### src/rtl/icache_axi_refill.sv
// rtl/icache_axi_refill.sv - ICache line-refill responder issuing one 8-beat AXI4 read burst per miss
//
// Purpose:
//   Accepts a miss request from the instruction cache, issues a single
//   8-beat 32-bit AXI4 read burst, packs the beats into a 256-bit line and
//   returns it with a one-cycle mem_inst_rvalid_o pulse. Only one refill is
//   ever outstanding.
//
// Optional feature (macro ICACHE_REFILL_CRITICAL_WORD_EN):
//   When defined the burst is WRAP and starts at the requested word, and beat
//   k lands in word slot (addr[4:2]+k) mod 8. When undefined the burst is INCR
//   from the line base and beat k lands in slot k. Line layout is identical.
//
// Ports:
//   clk                clock, rising edge
//   rst                asynchronous active-low reset
//   mem_inst_ren_i     refill request (sampled only while idle)
//   mem_inst_araddr_i  physical miss address
//   mem_inst_rvalid_o  one-cycle line-ready pulse
//   mem_inst_rdata_o   refilled line, word i at [32i+31:32i]
//   bus_err_o          pulses with mem_inst_rvalid_o on bad rresp or bad rlast
//   arid/araddr/arlen/arsize/arburst/arvalid/arready   AXI read address channel
//   rid/rdata/rresp/rlast/rvalid/rready                AXI read data channel

module icache_axi_refill #(
  parameter int              ID_W       = 4,
  parameter logic [ID_W-1:0] AXI_ID     = '0,
  parameter int              LINE_WORDS = 8
) (
  input  logic                    clk,
  input  logic                    rst,
  input  logic                    mem_inst_ren_i,
  input  logic [31:0]             mem_inst_araddr_i,
  output logic                    mem_inst_rvalid_o,
  output logic [LINE_WORDS*32-1:0] mem_inst_rdata_o,
  output logic                    bus_err_o,
  output logic [ID_W-1:0]         arid,
  output logic [31:0]             araddr,
  output logic [7:0]              arlen,
  output logic [2:0]              arsize,
  output logic [1:0]              arburst,
  output logic                    arvalid,
  input  logic                    arready,
  input  logic [ID_W-1:0]         rid,
  input  logic [31:0]             rdata,
  input  logic [1:0]              rresp,
  input  logic                    rlast,
  input  logic                    rvalid,
  output logic                    rready
);

  localparam int LINE_W = LINE_WORDS * 32;

  typedef enum logic [1:0] {
    S_IDLE = 2'd0,
    S_AR   = 2'd1,
    S_R    = 2'd2,
    S_DONE = 2'd3
  } state_e;

  state_e              state_q, state_d;
  logic [31:0]         araddr_q, araddr_d;
  logic                arvalid_q, arvalid_d;
  logic                rready_q, rready_d;
  logic [2:0]          cnt_q, cnt_d;
  logic                err_q, err_d;
  logic [LINE_W-1:0]   line_q, line_d;
  logic                rvalid_o_q, rvalid_o_d;
  logic                bus_err_q, bus_err_d;
`ifdef ICACHE_REFILL_CRITICAL_WORD_EN
  logic [2:0]          woff_q, woff_d;
`endif

  // Beat bookkeeping shared by next-state and output logic.
  logic                beat_fire;
  logic                last_slot;
  logic                beat_end;
  logic                beat_err;
  logic [2:0]          slot;

  // rid is meaningless with a single outstanding burst; low address bits only
  // matter under the critical-word feature.
  logic                unused_bits;
  assign unused_bits = ^{rid, mem_inst_araddr_i[4:0]};

  assign beat_fire = rready_q && rvalid;
  assign last_slot = (cnt_q == 3'd7);
  assign beat_end  = beat_fire && (rlast || last_slot);
  // rlast must coincide exactly with the 8th beat; either mismatch is an error.
  assign beat_err  = (rresp != 2'b00) || (rlast != last_slot);

`ifdef ICACHE_REFILL_CRITICAL_WORD_EN
  assign slot = cnt_q + woff_q;
`else
  assign slot = cnt_q;
`endif

  // State register and all datapath/output flops.
  always_ff @(posedge clk or negedge rst) begin
    if (!rst) begin
      state_q    <= S_IDLE;
      araddr_q   <= '0;
      arvalid_q  <= 1'b0;
      rready_q   <= 1'b0;
      cnt_q      <= '0;
      err_q      <= 1'b0;
      line_q     <= '0;
      rvalid_o_q <= 1'b0;
      bus_err_q  <= 1'b0;
`ifdef ICACHE_REFILL_CRITICAL_WORD_EN
      woff_q     <= '0;
`endif
    end else begin
      state_q    <= state_d;
      araddr_q   <= araddr_d;
      arvalid_q  <= arvalid_d;
      rready_q   <= rready_d;
      cnt_q      <= cnt_d;
      err_q      <= err_d;
      line_q     <= line_d;
      rvalid_o_q <= rvalid_o_d;
      bus_err_q  <= bus_err_d;
`ifdef ICACHE_REFILL_CRITICAL_WORD_EN
      woff_q     <= woff_d;
`endif
    end
  end

  // Next-state logic.
  always_comb begin
    state_d = state_q;
    case (state_q)
      S_IDLE:  if (mem_inst_ren_i) state_d = S_AR;
      S_AR:    if (arready)        state_d = S_R;
      S_R:     if (beat_end)       state_d = S_DONE;
      S_DONE:                      state_d = S_IDLE;
      default:                     state_d = S_IDLE;
    endcase
  end

  // Output and datapath next values; outputs are set one cycle ahead so that
  // every port is driven straight from a flop.
  always_comb begin
    araddr_d   = araddr_q;
    arvalid_d  = arvalid_q;
    rready_d   = rready_q;
    cnt_d      = cnt_q;
    err_d      = err_q;
    line_d     = line_q;
    rvalid_o_d = 1'b0;
    bus_err_d  = 1'b0;
`ifdef ICACHE_REFILL_CRITICAL_WORD_EN
    woff_d     = woff_q;
`endif
    case (state_q)
      S_IDLE: begin
        if (mem_inst_ren_i) begin
`ifdef ICACHE_REFILL_CRITICAL_WORD_EN
          araddr_d = {mem_inst_araddr_i[31:2], 2'b00};
          woff_d   = mem_inst_araddr_i[4:2];
`else
          araddr_d = {mem_inst_araddr_i[31:5], 5'b0};
`endif
          cnt_d     = '0;
          err_d     = 1'b0;
          arvalid_d = 1'b1;
        end
      end
      S_AR: begin
        if (arready) begin
          arvalid_d = 1'b0;
          rready_d  = 1'b1;
        end
      end
      S_R: begin
        if (beat_fire) begin
          line_d[{slot, 5'b0} +: 32] = rdata;
          cnt_d = cnt_q + 3'd1;
          err_d = err_q || beat_err;
          if (beat_end) begin
            rready_d   = 1'b0;
            rvalid_o_d = 1'b1;
            bus_err_d  = err_q || beat_err;
          end
        end
      end
      default: ;
    endcase
  end

  assign mem_inst_rvalid_o = rvalid_o_q;
  assign mem_inst_rdata_o  = line_q;
  assign bus_err_o         = bus_err_q;
  assign arid              = AXI_ID;
  assign araddr            = araddr_q;
  assign arlen             = 8'd7;
  assign arsize            = 3'b010;
`ifdef ICACHE_REFILL_CRITICAL_WORD_EN
  assign arburst           = 2'b10;
`else
  assign arburst           = 2'b01;
`endif
  assign arvalid           = arvalid_q;
  assign rready            = rready_q;

endmodule

### config.mk
export PLATFORM = sky130hd
export DESIGN_NAME = icache_axi_refill
export DESIGN_NICKNAME = d
export VERILOG_FILES = /design/src/rtl/icache_axi_refill.sv
export SDC_FILE = /design/constraint.sdc
export NUM_CORES = 1
export LEC_CHECK = 0
export BUFFER_PORTS_ARGS = -buffer_cell sky130_fd_sc_hd__buf_4
export CAP_MARGIN = 20
export CELL_PAD_IN_SITES_DETAIL_PLACEMENT = 1
export CELL_PAD_IN_SITES_GLOBAL_PLACEMENT = 2
export CORE_ASPECT_RATIO = 0.6
export CORE_UTILIZATION = 34
export CTS_CLUSTER_SIZE = 20
export DETAILED_ROUTE_END_ITERATION = 6
export PLACE_DENSITY = 0.86
export SLEW_MARGIN = 10
export SYNTH_ARGS = -nofsm -noshare
export SYNTH_HDL_FRONTEND = slang
export SYNTH_SLANG_ARGS = --single-unit
### constraint.sdc
create_clock -name clk -period 3.3 [get_ports clk]
set_input_delay 0.33 -clock clk [delete_from_list [all_inputs] [get_ports clk]]
set_output_delay 0.33 -clock clk [all_outputs]
set_load 0.01 [all_outputs]
## After elaboration in Yosys (flattened, before gate mapping)

Cells that the tools add are included.

| operators by class | value |
|---|---|
| reductions and logical operators | 16 |
| equality and inequality tests | 9 |
| mux-type cells | 24 |
| shift-type cells | 2 |
| add/subtract/negate cells | 2 |

Operators with widths:

| cell | count |
|---|---|
| $bwmux 256 | 1 |
| $shift 32x10->256 const A | 1 |
| $shiftx 32x10->256 | 1 |
| $mux 1 | 13 |
| $neg 8->10 | 1 |
| $reduce_and 3->1 | 3 |
| $ne 2x2->1 const B | 4 |
| $pmux 2 s4 | 1 |
| $reduce_bool 2->1 | 4 |
| $mux 2 | 3 |
| $mux 3 | 2 |
| $pmux 1 s2 | 3 |
| $pmux 3 s2 | 1 |
| $eq 2x2->1 const B | 2 |
| $reduce_and 2->1 | 2 |
| $reduce_and 4->1 | 1 |
| $add 3x1->3 const B | 1 |
| $eq 3x3->1 const B | 1 |
| $logic_or 1x1->1 | 3 |
| $eq 2x1->1 const B | 1 |
| $logic_and 1x1->1 | 2 |
| $logic_not 2->1 | 1 |
| $ne 1x1->1 | 1 |

| storage, ports and cells | value |
|---|---|
| input bits | 76 |
| output and inout port bits | 309 |
| register bits after elaboration | 293 |
| logic and storage cells | 62 |

## Logic depth before layout (Yosys ltp)

Gate-level depths: netlist of run 1.

| logic depth | value |
|---|---|
| depth after elaboration | 7 |
| mapped depth | 8 |
| gate-level depth less buffers | 7 |

## Worst setup path after synthesis of run 1

OpenSTA, ideal clock, no wires.

| timing path | value |
|---|---|
| path type | register to register |
| start | register cnt_q[0] |
| end | register line_q[130], in the netlist mem_inst_rdata_o[130] |
| cell stages (with the launch flop) | 9 |
| slack | 0.863 ns |
| clock period less this slack | 2.437 ns |
| library setup time | 0.125 ns |
| data required time | 3.175 ns |
| path buffers | 2 |
| arrival time | 2.312 ns |
| path through | dfrtp_1 > inv_1 > ha_1 > ha_1 > o31ai_1 > or4b_1 > buf_6 > buf_12 > mux2_4 |

| between the ends | value |
|---|---|
| longest elaborated chain between the ends | 3 |
| elaborated cells between the ends (all ways) | 4 |
| classes of those cells | add/sub: 1; shift: 2; mux: 1 |

RTL lines:

| item | RTL line | text |
|---|---|---|
| start, declared | 65 | `logic [2:0] cnt_q, cnt_d;` |
| start signal, assigned | 118 | `cnt_q <= cnt_d;` |
| $neg 8->10 * | 177 | `line_d[{slot, 5'b0} +: 32] = rdata;` |
| $shiftx 32x10->256 / $shift 32x10->256 (equally long branches) | 177 |  |
| $bwmux 256 * | 177 |  |
| end signal, assigned | 120 | `line_q <= line_d;` |
| end, declared | 67 | `logic [LINE_W-1:0] line_q, line_d;` |

Mark *: on every way between the ends. The rest lies on a longest branch, timed or not.
A chain may end at the register's enable or synchronous reset.

## Worst setup path in the final report of run 1

| timing path | value |
|---|---|
| start | register cnt_q[0] |
| end | register line_q[159], in the netlist mem_inst_rdata_o[159] |

The elaborated chain is that of the path after synthesis.

==> results of run 1 <==
## flip-flops by register name, indices dropped and copies added, names as in the netlist
name and count:
state_q 2, err_q 1, mem_inst_rvalid_o 1, bus_err_o 1, arvalid 1, araddr 27
cnt_q 3, mem_inst_rdata_o 256, rready 1
## final timing paths
check                                  startpoint                                end  slack, ns  cells past startpoint
max                          cnt_q[0]$_DFFE_PN0P_  mem_inst_rdata_o[159]$_DFFE_PN0P_       0.35                      6
min                                       arready                 rready$_DFFE_PN0P_       0.04                      3
max reg2reg                  cnt_q[0]$_DFFE_PN0P_  mem_inst_rdata_o[159]$_DFFE_PN0P_       0.35                      6
min reg2reg                araddr[10]$_DFFE_PN0P_             araddr[10]$_DFFE_PN0P_       0.50                      1
max in group asynchronous                     rst  mem_inst_rdata_o[106]$_DFFE_PN0P_       1.99                      3
min in group asynchronous                     rst  mem_inst_rdata_o[181]$_DFFE_PN0P_       0.41                      2
## cells by family after synthesis
| kind of cell | share of synthesized area, % |
|---|---|
| other | 0.0618 |
| flip-flops | 60.3 |
| AO/OA/AOI/OAI | 0.957 |
| AND/OR/NAND/NOR | 6.71 |
| buffers and inverters | 3.44 |
| multiplexers | 27.3 |
| adder cells (fa/ha/maj) | 1.23 |
## per-stage QoR
| stage | utilization, % | worst slack (ns) | area, sq um | total power (uW) |
|---|---|---|---|---|
| after floorplan | - | 0.863 | 12200 | 6530 |
| after global placement | 43.8 | 0.416 | 15400 | 8340 |
| after detailed placement | 43.8 | 0.369 | 15400 | 8470 |
| after CTS | 47.5 | 0.341 | 16700 | 12100 |
| after global routing | 47.5 | 0.190 | 16700 | 12500 |
| final | 47.5 | 0.347 | 16700 | 11900 |
## cell usage in the layout, fill, tap and decap left out, types with 3 or more instances in the layout
cell | Yosys | final
bufinv_16 | 0 | 3
buf_12 | 3 | 4
dfrtp_1 | 293 | 293
a21oi_1 | 3 | 3
inv_1 | 8 | 8
clkbuf_1 | 13 | 5
o21ai_0 | 5 | 5
mux2_2 | 254 | 254
clkbuf_16 | 0 | 29
buf_4 | 22 | 372
ha_1 | 12 | 12
clkbuf_8 | 0 | 10
nor2_1 | 9 | 6
nand2_1 | 4 | 4
mux2_4 | 30 | 30
dlygate4sd3_1 | 0 | 28
conb_1 | 2 | 22
nor2_4 | 0 | 3
nand4_1 | 3 | 3
clkinv_2 | 0 | 5
and2_1 | 96 | 96
## critical path: stages (launching register included)
cell and delay [ns]:
dfrtp_1 0.53, inv_1 0.14, ha_1 0.25, ha_1 0.46, o31ai_1 0.16, or4b_4 0.85
mux2_4 0.41
## cell type report
class,count,area (sq um),share of cell area [%]
Clock inverter,10,133,0.795
Inverter,8,30.0,0.180
Clock buffer,44,882,5.29
Timing Repair Buffer,405,3170,19.0
Tap cell,467,584,3.50
Sequential cell,293,7330,44.0
Multi-Input combinational cell,467,4550,27.3
## repair_timing
action | CTS | global route
endpoints found under the setup margin | 0 | 0
buffers inserted | 0 | 0
hold endpoints to repair | 118 | 0
gates resized for setup | 0 | 0
hold buffers | 28 | 0
## power by group
part | leakage, uW | internal, uW | switching (uW)
Combinational | 0.00428 | 1910 | 1710
Clock | 0.000506 | 2080 | 1430
Sequential | 0.00397 | 4320 | 471
## routing by layer
metal / vias up / wire length [um]
met5: - / 0
met4: 0 / 765
met3: 38 / 2150
met2: 219 / 17700
met1: 4280 / 16700
li1: 3542 / -
==> impl_metrics.tcl, run 1 <==
set metrics [dict create \
    firstDrtPassIters 4 \
    synth_edf_count 0 \
    yosys_warnings 0 \
    critPathLaunchType "register" \
    cts.clk_slew.worst_paths_ns 0.07 \
    num_vias 8079 \
    syn_avg_cell_area_sq_um 15.1 \
    viasPerCell 4.77 \
    period_share_pct 89.5 \
    hold_slack_ns 0.0370 \
    netlist_area_sq_mm 0.0122 \
    synth_ff_type "dfrtp_1" \
    nFillCells 3571 \
    synth-seq-area-share_pct 60.3 \
    root_buffer "clkbuf_16" \
    syn_inst 808 \
    ant_nets 0 \
    layout.nets 1292 \
    finalWirelength_um 37300 \
    tightest_slew_ns 0.815 \
    met2_usage_pct 33.2 \
    path_max_fanout 32 \
    max_freq_mhz 339 \
    dp_cells 1612 \
    row_count 53 \
    critPathKind "register to register" \
    powerDensity_mw_per_mm2 715 \
    grt_pass1_vias 8943 \
    fin_crit_ns 2.95 \
    setup_tns_ns 0 \
    p_leak_uw 0.00876 \
    yosys.cell_types.count 40 \
    cts_tree "done" \
    drive_gt1_share_pct 59.0 \
    end_kind "register" \
    drcViolationCount 0 \
    port_buffers 353 \
    slew_viol_final 0 \
    die_y_um 148 \
    hold_violations 0 \
    grt_max_degree 99 \
    htree_levels 1 \
    dp_hpwl_um 25900 \
    start_util_pct 34.7 \
    status "complete, no violations" \
    synthTopCellsByCount "dfrtp_1 (293), mux2_2 (254), and2_1 (96), mux2_4 (30), buf_4 (22)" \
    synth_top_cell_area_share_pct 60.3 \
    cp.arrival_ns 3.38 \
    synthTopCellsByArea "dfrtp_1 (60%), mux2_2 (24%), and2_1 (4.9%), mux2_4 (3.7%), buf_4 (1.4%)" \
    die_w_um 246 \
    clockBufferDepth 3 \
    overflow 0 \
    rsz0062_at_grt "false" \
    hold_class "primary input to register" \
    use_met3_pct 4.60 \
    cts_buffers 29 \
    clk_latency_ns 0.56 \
    io_pins 385 \
    use_met1_pct 27.8 \
    antenna_found_initial 1 \
    yosysMostFrequentCell "dfrtp_1" \
    syn_to_final_growth_pct 37.1 \
    routabilityCongestion 0.750 \
    synth_top_cell_by_area "dfrtp_1" \
    final_cell_count_no_fill 1694 \
    slew_headroom_pct 45.3 \
    grtUsageTotal_pct 20.4 \
    async_flop_share_pct 100 \
    clkSinkCount 293 \
    required_ns 3.73 \
    grt_first_pass_wirelength_um 56900 \
    vdd_drop_max_v 0.000420 \
    die-area_sq_mm 0.0366 \
    clock_skew_ns 0.0113 \
    drtIter0Drc 287 \
    setup_viol 0 \
    drv_cap 0 \
    antenna_cells 0 \
    synth_seq_cells 293 \
    wire_per_inst_um 22.0 \
    busiest_layer "met2" \
    design.core.area_sq_mm 0.0351 \
]
No activity file was read; power rests on OpenSTA's default activity.
==> inputs of run 2 (changes only) <==
--- a/config.mk
+++ b/config.mk
@@ -5,15 +5,16 @@
 export SDC_FILE = /design/constraint.sdc
 export NUM_CORES = 1
 export LEC_CHECK = 0
+export ABC_AREA = 1
 export BUFFER_PORTS_ARGS = -buffer_cell sky130_fd_sc_hd__buf_4
 export CAP_MARGIN = 20
 export CELL_PAD_IN_SITES_DETAIL_PLACEMENT = 1
 export CELL_PAD_IN_SITES_GLOBAL_PLACEMENT = 2
 export CORE_ASPECT_RATIO = 0.6
-export CORE_UTILIZATION = 34
+export CORE_UTILIZATION = 30
 export CTS_CLUSTER_SIZE = 20
 export DETAILED_ROUTE_END_ITERATION = 6
-export PLACE_DENSITY = 0.86
+export PLACE_DENSITY = 0.87
 export SLEW_MARGIN = 10
 export SYNTH_ARGS = -nofsm -noshare
 export SYNTH_HDL_FRONTEND = slang
==> impl_metrics.tcl, run 2 <==
set metrics [dict create \
    row_count 56 \
    yosys.area_share.adder_pct 1.26 \
    synth_ff_type "dfrtp_1" \
    hold_slack_ns 0.0663 \
    reg2reg_depth 8 \
    synth_top_family_by_area "simple AND/OR/NAND/NOR gates" \
    drive_gt1_share_pct 27.2 \
    yosys_warnings 0 \
    syn_inst 1275 \
    final_cell_mix "nand2_1 (481), buf_4 (369), dfrtp_1 (293)" \
    synthTopCellsByCount "nand2_1 (481), dfrtp_1 (293), o21ai_1 (176), nand3_1 (133), buf_2 (43)" \
    final_cell_area_sq_mm 0.0164 \
    port_buffers 353 \
    design.core.area_sq_mm 0.0390 \
    viasPerCell 4.72 \
    r2r_setup_slack_ns 0.45 \
    root_buffer "clkbuf_16" \
    slew_viol_final 0 \
    synth_xor_area_share_pct 0 \
    placed_area_sq_mm 0.0150 \
    max_freq_mhz 351 \
    dp_hpwl_um 30700 \
    vdd_drop_max_v 0.000352 \
    path_max_fanout 64 \
    ant_nets 0 \
    synth_seq_cells 293 \
    synthSimpleGateAreaFrac_pct 23.1 \
    synth_edf_count 0 \
    async_flop_share_pct 100 \
    htree_levels 1 \
    powerDensity_mw_per_mm2 658 \
    period_share_pct 86.2 \
    wire_per_inst_um 20.3 \
    reg2reg_to "mem_inst_rdata_o[90]$_DFFE_PN0P_" \
    cts.clk_slew.worst_paths_ns 0.07 \
    hold_class "primary input to register" \
    switching_share_pct 33.5 \
    yosys.cell_types.count 27 \
    cts_tree "done" \
    drcViolationCount 0 \
    post-cts-setup-buffer-count 0 \
    drtIter0Drc 732 \
    synthTopCellsByArea "dfrtp_1 (62%), nand2_1 (15%), o21ai_1 (7.4%), nand3_1 (5.6%), buf_4 (2.3%)" \
    syn_to_final_growth_pct 37.7 \
    finalWirelength_um 44300 \
    die_y_um 156 \
    synth-seq-area-share_pct 61.7 \
    register_area_sq_mm 0.00733 \
    setup_viol 0 \
    io_pins 385 \
    synth-compound-area-share_pct 8.21 \
    startpoint "cnt_q[0]$_DFFE_PN0P_" \
    num_vias 10291 \
    clkSinkCount 293 \
    clk_latency_ns 0.57 \
    pwr-share-clk_pct 34.5 \
    synth_top_cell_by_area "dfrtp_1" \
    seq_power_share_pct 39.6 \
    largest_reg_flops 256 \
    die-area_sq_mm 0.0404 \
    die_w_um 259 \
    combPwrFrac_pct 26.0 \
    p_leak_uw 0.00823 \
    grt_first_pass_wirelength_um 67200 \
    fin_crit_ns 2.85 \
    crit_end "mem_inst_rdata_o[90]$_DFFE_PN0P_" \
    end_kind "register" \
    reg2reg_from "cnt_q[0]$_DFFE_PN0P_" \
    critPathKind "register to register" \
    netlist_area_sq_mm 0.0119 \
    cp.arrival_ns 3.26 \
    switchingPower_uw 3610 \
    hold_violations 0 \
    syn_avg_cell_area_sq_um 9.32 \
    tightest_slew_ns 0.846 \
    yosysMostFrequentCell "nand2_1" \
    clock_skew_ns 0.0126 \
    grt_max_degree 88 \
    setup_tns_ns 0 \
    grtUsageTotal_pct 21.7 \
    status "complete, no violations" \
    intPower_uw 7150 \
    start_util_pct 30.4 \
    routabilityCongestion 0.793 \
    antenna_found_initial 0 \
    nFillCells 4532 \
    overflow 0 \
    muxShareOfSynthArea_pct 0 \
    synth_top_cell_area_share_pct 61.7 \
    firstDrtPassIters 5 \
    required_ns 3.72 \
    grt_pass1_vias 10806 \
    slew_headroom_pct 43.6 \
    drv_cap 0 \
    critPathLaunchType "register" \
    final_common_cell "nand2_1" \
    min_from "rdata[16]" \
    antenna_cells 0 \
    cts_buffers 30 \
    layout.nets 1723 \
    multiInputGateArea_sq_mm 0.00399 \
    clockBufferDepth 3 \
    rsz0062_at_grt "false" \
]
[run 2: cell count changes after synthesis, sizes merged, moves of 15 or more]
cell | before | now
inv | 8 | 23
and2 | 96 | 0
o21ai | 5 | 191
buf | 47 | 82
mux2 | 284 | 0
nor2 | 9 | 27
nand3 | 2 | 140
nand2 | 4 | 482
[run 2: stage by stage]
step           setup slack, ns  total power, uW  util, %  std cells
2_1_floorplan             1.29             5680        -       1295
3_3_place_gp             0.581             7010     38.4       2096
3_5_place_dp             0.494             7100     38.4       2096
4_1_cts                  0.434            10900     41.9       2181
5_1_grt                  0.203            11300     41.9       2181
6_report                 0.455            10800     41.9       2181
[run 2: area by class of cell]
type                    count  area share (%)
multi-input cells         880            24.4
inverters                  24           0.566
flip-flops and latches    293            44.8
repair buffers            406            19.7
clock buffers              44            5.71
well taps                 522            3.99
clock inverters            12           0.879
[run 2: power groups by stage]
stage / registers, uW / clock network [uW] / logic (uW)
final: 4260 / 3710 / 2800
after global routing: 4310 / 3940 / 3070
after CTS: 4250 / 3800 / 2820
after detailed placement: 4310 / 0 / 2790
after global placement: 4290 / 0 / 2720
after floorplan: 4440 / 0 / 1240
[run 2: routing by layer]
metal  share of wire, %  up-vias  global-route usage [%]
met5                  0        -                       0
met4                2.2        0                    5.02
met3                5.1       67                    4.53
met2                 46      245                    34.7
met1                 46     5147                    30.1
li1                   -     4832                       -
[run 2: logic make-up (layout without fill, tap and decap cells)]
family          count (synthesis)  in the layout
simple gates                  652            652
other cells                     2             22
flops                         293            293
buf+inv                       122            486
fa+ha+maj                      12             12
compound gates                194            194
[run 2: how the worst min path moves through the flow]
stage               cells after the start                                end
finish                                  3  mem_inst_rdata_o[144]$_DFFE_PN0P_
global route                            3   mem_inst_rdata_o[17]$_DFFE_PN0P_
CTS                                     3  mem_inst_rdata_o[144]$_DFFE_PN0P_
detailed placement                      1  mem_inst_rdata_o[110]$_DFFE_PN0P_
global placement                        1  mem_inst_rdata_o[110]$_DFFE_PN0P_
floorplan                               0             araddr[10]$_DFFE_PN0P_
[run 2: timing repair]
item / CTS / global route
hold endpoints to repair: 110 / 0
gates resized for setup: 0 / 0
endpoints found under the setup margin: 0 / 0
hold buffers: 29 / 0
[run 2: worst max-delay path: stages (launching register included)]
cell and delay (ns):
dfrtp_1 0.52, inv_4 0.15, ha_2 0.23, ha_1 0.53, nand2_1 0.10, inv_1 0.10
nand3_4 0.63, nand2_1 0.32, o21ai_1 0.10
